$ cat src/rtl/pulse_train_gen.sv
// Pulse train generator: on start, emits N pulses of H high cycles separated by L low cycles.
// Config is captured at the accepted start; abort returns to idle at once without done.
module pulse_train_gen #(
   parameter int CNT_W    = 16,
   parameter int NUM_W    = 8,
   parameter int DEF_HIGH = 100
) (
   input  logic             clk,
   input  logic             rst_n,
   input  logic             start,
   input  logic             abort,
   input  logic [CNT_W-1:0] cfg_high,
   input  logic [CNT_W-1:0] cfg_low,
   input  logic [NUM_W-1:0] cfg_num,
   output logic             signal_out,
   output logic             busy,
   output logic             done
);

   typedef enum logic [1:0] {IDLE, HIGH, LOW} state_t;

   localparam logic [CNT_W-1:0] DEF_H = CNT_W'(DEF_HIGH);
   localparam logic [CNT_W-1:0] ONE_C = CNT_W'(1);
   localparam logic [NUM_W-1:0] ONE_N = NUM_W'(1);

   state_t           state, state_nxt;
   logic [CNT_W-1:0] cnt, cnt_nxt;
   logic [CNT_W-1:0] high_len, high_len_nxt;
   logic [CNT_W-1:0] low_len, low_len_nxt;
   logic [NUM_W-1:0] left, left_nxt;
   logic             sig_nxt, busy_nxt, done_nxt;
   logic [CNT_W-1:0] start_high, start_low;

   // Zero-valued lengths are resolved once at start so the counters never see 0.
   assign start_high = (cfg_high == '0) ? DEF_H : cfg_high;
   assign start_low  = (cfg_low  == '0) ? ONE_C : cfg_low;

   always_ff @(posedge clk or negedge rst_n) begin
      if (!rst_n) begin
         state      <= IDLE;
         cnt        <= '0;
         high_len   <= '0;
         low_len    <= '0;
         left       <= '0;
         signal_out <= 1'b0;
         busy       <= 1'b0;
         done       <= 1'b0;
      end else begin
         state      <= state_nxt;
         cnt        <= cnt_nxt;
         high_len   <= high_len_nxt;
         low_len    <= low_len_nxt;
         left       <= left_nxt;
         signal_out <= sig_nxt;
         busy       <= busy_nxt;
         done       <= done_nxt;
      end
   end

   // cnt holds the cycles remaining after the current one; left counts pulses not yet finished.
   always_comb begin
      state_nxt    = state;
      cnt_nxt      = cnt;
      high_len_nxt = high_len;
      low_len_nxt  = low_len;
      left_nxt     = left;
      sig_nxt      = signal_out;
      busy_nxt     = busy;
      done_nxt     = 1'b0;
      if (abort) begin
         state_nxt = IDLE;
         cnt_nxt   = '0;
         left_nxt  = '0;
         sig_nxt   = 1'b0;
         busy_nxt  = 1'b0;
      end else begin
         case (state)
            IDLE: begin
               sig_nxt  = 1'b0;
               busy_nxt = 1'b0;
               if (start) begin
                  high_len_nxt = start_high;
                  low_len_nxt  = start_low;
                  if (cfg_num != '0) begin
                     state_nxt = HIGH;
                     cnt_nxt   = start_high - ONE_C;
                     left_nxt  = cfg_num;
                     sig_nxt   = 1'b1;
                     busy_nxt  = 1'b1;
                  end else begin
                     done_nxt = 1'b1;
                  end
               end
            end
            HIGH: begin
               if (cnt != '0) begin
                  cnt_nxt = cnt - ONE_C;
               end else if (left > ONE_N) begin
                  state_nxt = LOW;
                  cnt_nxt   = low_len - ONE_C;
                  left_nxt  = left - ONE_N;
                  sig_nxt   = 1'b0;
               end else begin
                  state_nxt = IDLE;
                  left_nxt  = '0;
                  sig_nxt   = 1'b0;
                  busy_nxt  = 1'b0;
                  done_nxt  = 1'b1;
               end
            end
            LOW: begin
               if (cnt != '0) begin
                  cnt_nxt = cnt - ONE_C;
               end else begin
                  state_nxt = HIGH;
                  cnt_nxt   = high_len - ONE_C;
                  sig_nxt   = 1'b1;
               end
            end
            default: begin
               state_nxt = IDLE;
               sig_nxt   = 1'b0;
               busy_nxt  = 1'b0;
            end
         endcase
      end
   end

endmodule

$ cat config.mk
export PLATFORM = sky130hd
export DESIGN_NAME = pulse_train_gen
export DESIGN_NICKNAME = d
export VERILOG_FILES = /design/src/rtl/pulse_train_gen.sv
export SDC_FILE = /design/constraint.sdc
export NUM_CORES = 1
export LEC_CHECK = 0
export CAP_MARGIN = 15
export CORE_MARGIN = 2
export CORE_UTILIZATION = 35
export DETAILED_ROUTE_END_ITERATION = 10
export PLACE_DENSITY = 0.66
export SLEW_MARGIN = 20
export SYNTH_ARGS = -nofsm -noshare
export SYNTH_HDL_FRONTEND = slang
export SYNTH_SLANG_ARGS = --single-unit
$ cat constraint.sdc
create_clock -name clk -period 2.81 [get_ports clk]
set_input_delay 0.4215 -clock clk [delete_from_list [all_inputs] [get_ports clk]]
set_output_delay 0.4215 -clock clk [all_outputs]
set_load 0.02 [all_outputs]
== Yosys cells after proc, flatten, opt, wreduce, memory -nomap -nowiden ==
Index checks and enable logic that the tools add are counted.

* Flip-flop bits (word level): 61

* Add/subtract/negate cells: 5
* Magnitude comparators: 1
* Equal/unequal tests: 9
* Mux-type cells: 38
* Bitwise operators: 1
* Reductions and logical operators: 13

{| class="wikitable"
|+ Operators by type and width
! cell !! count
|-
| $mux W16 || 8
|-
| $sub A16 B1 Y16 const B || 4
|-
| $pmux W16 S3 || 1
|-
| $mux W8 || 5
|-
| $logic_not A16 Y1 || 2
|-
| $pmux W8 S2 || 1
|-
| $reduce_bool A16 Y1 || 1
|-
| $ne A3 B3 Y1 const B || 5
|-
| $mux W1 || 13
|-
| $mux W2 || 6
|-
| $reduce_and A4 Y1 || 3
|-
| $gt A8 B1 Y1 const B || 1
|-
| $reduce_bool A8 Y1 || 1
|-
| $sub A8 B1 Y8 const B || 1
|-
| $pmux W1 S3 || 2
|-
| $pmux W2 S3 || 1
|-
| $reduce_and A3 Y1 || 2
|-
| $ne A4 B4 Y1 const B || 1
|-
| $reduce_bool A4 Y1 || 1
|-
| $reduce_bool A3 Y1 || 1
|-
| $eq A2 B1 Y1 const B || 1
|-
| $eq A2 B2 Y1 const B || 1
|-
| $logic_not A2 Y1 || 1
|-
| $ne A2 B2 Y1 const B || 1
|-
| other kinds (3) || 3
|}

== Depth between registers and ports, before layout ==
* Word-level depth: 7
* Mapped depth: 11
* Mapped depth without buffers: 8

== Least setup slack after synthesis ==
Ideal clock, no wire load.

* Path kind: input to register
* Start: input cfg_high[1]
* End: register cnt[0]
* Library setup time: 111 ps
* Arrival time: 2077 ps
* Required time: 2699 ps
* Setup slack: 621 ps
* Cell stages on the path: 7
* Cell sequence: inv_1 ha_1 or4b_4 nor4b_4 nand2b_1 nor2_1 a2111oi_2

* Longest elaborated chain between the ends: 7

{| class="wikitable"
|+ RTL lines
! item !! line !! text
|-
| from (decl) || 12 || <nowiki>input logic [CNT_W-1:0] cfg_high,</nowiki>
|-
| $logic_not A16 Y1 || 35 || <nowiki>assign start_high = (cfg_high == '0) ? DEF_H : cfg_high;</nowiki>
|-
| $mux W16 || 35 ||
|-
| $sub A16 B1 Y16 || 86 || <nowiki>cnt_nxt = start_high - ONE_C;</nowiki>
|-
| $mux W16 || 84 || <nowiki>if (cfg_num != '0) begin</nowiki>
|-
| $mux W16 || 81 || <nowiki>if (start) begin</nowiki>
|-
| $pmux W16 S3 || 77 || <nowiki>case (state)</nowiki>
|-
| $mux W16 || 70 || <nowiki>if (abort) begin</nowiki>
|-
| to (signal assigned) || 50 || <nowiki>cnt <= cnt_nxt;</nowiki>
|-
| to (decl) || 27 || <nowiki>logic [CNT_W-1:0] cnt, cnt_nxt;</nowiki>
|}

No other way between the ends. The select of a mux whose other input is x is not followed.
A chain may end at the register's enable or synchronous reset.

== Worst setup path after layout ==
* Start: register cnt[0]
* End: register cnt[9]

* Longest elaborated chain between the ends: 4

{| class="wikitable"
|+ RTL lines
! item !! line
|-
| $sub A16 B1 Y16 or $reduce_bool A16 Y1 (tied branches) || --
|-
| $mux W16, on equally long branches || 112, 96
|-
| $pmux W16 S3 || 77
|-
| $mux W16 || 70
|}

Several ways; a longest one is shown, not always the timed one.

==> reports/results.txt <==
Crit path top cell by count: nor2_1
# fillers: 1280
RSZ-0062 raised after global routing: no
fin crit period: 2.52 ns
clock-pin slew on the worst setup and hold paths: 0.05 ns
GRT Residual Overflow: 0
Mapped Cells: 533
Hold Crit Class: in -> async
post-route setup TNS: 0 ns
Final WS setup: 0.294 ns
io pins: 47
Reg2Reg Setup Slack: 0.29 ns
# clock sinks: 61
Nets: 642
WHS: 0.250 ns
CP Data Arrival Time: 2.74 ns
CP Cell Sequence: inv_1, ha_1, nor3b_1, nand3_1, o32a_1, buf_4, nor2_1, nor2_1, a22o_1
setup violators final: 0
DR WL/cell: 17.0 µm
Worst Max-Slew Pin Slew: 0.834 ns
layout cells sized above 1: 0.154
CP bufs+invs: 2
fmax: 397 MHz
Worst-Skew Late Latency: 0.34 ns
PortBufs: 46
Antenna Cells: 0
DRC Markers: 0
number of global-route vias before repair: 4262
Total Power: 6.17 mW
CTS H-tree depth: 3
row cnt: 41
asr flop ratio synth: 1.00
Post-CTS Hold Buffers: 0
Syn. warnings: 0
Post-Place Worst Slack: 0.0707 ns
Main synth FF type: dfrtp_1
pin count of the biggest net entering global routing: 62
Slew HR: 0.444
Area growth syn-to-layout: 22.8%
Netlist cell types: 76
Synth top area share: 0.332
CP max-delay cell: o32a_1
via count: 4344
Die H: 119 µm
CTS root buf: clkbuf_16
Setup CP Type: reg -> reg
initial antenna violation count: 0
Syn Area/Cell: 8.63 µm²
CTS resizes: 0
MaxCap Viol Count: 0
Post-CTS Setup Inserts: 0
Detailed Place HPWL: 9.65 mm
CP required: 3.04 ns
Seq cells post-synth: 61
TritonCTS clock tree: yes
Final Hold Viols: 0
post-synth net total: 588
CP max stage delay: 0.48 ns
cell area after synthesis: 4600 µm²
nature of the critical path endpoint: flop
pwr dens: 1090 nW/µm²
TritonCTS buffer count: 9
Slew Limit Fails: 0
startpoint types: flop
Post-synth EDFFs: 0
outcome: complete, no violations
Die Span X: 119 µm
fin crit share: 0.896
Via density: 5.70
clk_skew: 0.00746 ns
Max clock buf depth: 2
Die Area: 14100 µm²
drt first-iter violations: 299
Yosys top cell by area: dfrtp_1
GRT Util Overall: 0.192
register area share after synthesis: 0.332
routability cong.: 0.888
first-pass GRT wire length: 21.4 mm
Core Region: 12700 µm²
Starting Density: 0.362
final wirelength: 13.0 mm
DR pass1 iterations: 5
largest delay contributor family on the critical path: simple AND/OR/NAND/NOR gates
Leakage: 2.22 nW
antenna-violating nets left: 0
maximum VDD drop: 0.553 mV
Area contributors post-synth: dfrtp_1, mux2_2, o21ai_0, nor2_1, xor2_1
critical-path maximum fanout: 13
[layer usage]
layer  track usage  share of wire  routed length [µm]  vias up
li1              -              -                   -     2092
met1         0.233           0.43                5520     2099
met2         0.326           0.50                6460      133
met3        0.0386          0.051                 661       20
met4        0.0856          0.024                 313        0
met5             0              0                   0        -
[flip-flops by register name, indices dropped and copies added, names as in the netlist]
signal	flops
busy	1
low_len	16
left	8
cnt	16
state	2
signal_out	1
high_len	16
done	1
[synthesized netlist by cell type (6+ instances only)]
cell type,instances
xor2_1,20
nand2_1,38
nand4_1,6
nor4_1,18
nand2b_1,13
nand3_1,11
nor3_1,17
or4_1,7
clkbuf_1,22
inv_1,18
nor2_1,52
dfrtp_1,61
ha_1,11
o21ai_0,47
mux2_2,27
a21oi_1,27
xnor2_1,17
a22oi_1,7
[logic make-up after synthesis]
kind of cell,after synthesis,synth area share
compound gates,149,0.217
mux,28,0.0682
simple gates,198,0.239
xor+xnor,37,0.0704
flops,61,0.332
buf+inv,49,0.0438
fa+ha+maj,11,0.0299
[worst paths after layout]
kind | start | cells past startpoint | end
worst min register to register | busy | 1 | busy
worst max-delay path | cnt[0] | 9 | cnt[9]
worst min-delay path | rst_n | 2 | low_len[4]
max in group asynchronous | rst_n | 2 | high_len[12]
min in group clk | busy | 1 | busy
worst max register to register | cnt[0] | 9 | cnt[9]
[cells in the final DEF, fill, tap and decap left out, types with 18 or more instances in the layout]
cell,synthesis,routed
nor2_1,52,52
inv_1,18,18
mux2_2,27,27
nand2_1,38,38
o21ai_0,47,47
buf_4,1,28
nor4_1,18,18
clkdlybuf4s50_1,0,45
xor2_1,20,20
a21oi_1,27,27
dfrtp_1,61,61
[where the power goes]
| group | total, mW | switching, mW | leakage, nW | internal [mW] |
|---|---|---|---|---|
| clock | 1.15 | 0.398 | 0.148 | 0.749 |
| combinational | 3.22 | 1.84 | 1.30 | 1.39 |
| sequential | 1.80 | 0.535 | 0.767 | 1.27 |
[metrics by stage]
| step | instances | cell area [µm²] | util |
|---|---|---|---|
| 2_1_floorplan | 533 | 4600 | - |
| 3_3_place_gp | 748 | 5350 | 0.420 |
| 3_5_place_dp | 748 | 5350 | 0.420 |
| 4_1_cts | 762 | 5650 | 0.444 |
| 5_1_grt | 762 | 5650 | 0.444 |
| 6_report | 762 | 5650 | 0.444 |
[area by class of cell]
class,count,area (µm²),area share
clock buffers,13,270,0.0478
repair buffers,74,666,0.118
flip-flops and latches,61,1530,0.270
clock inverters,1,30.0,0.00532
multi-input cells,423,2870,0.509
well taps,172,215,0.0381
inverters,18,67.6,0.0120
Power figures use the tool's default switching activity.
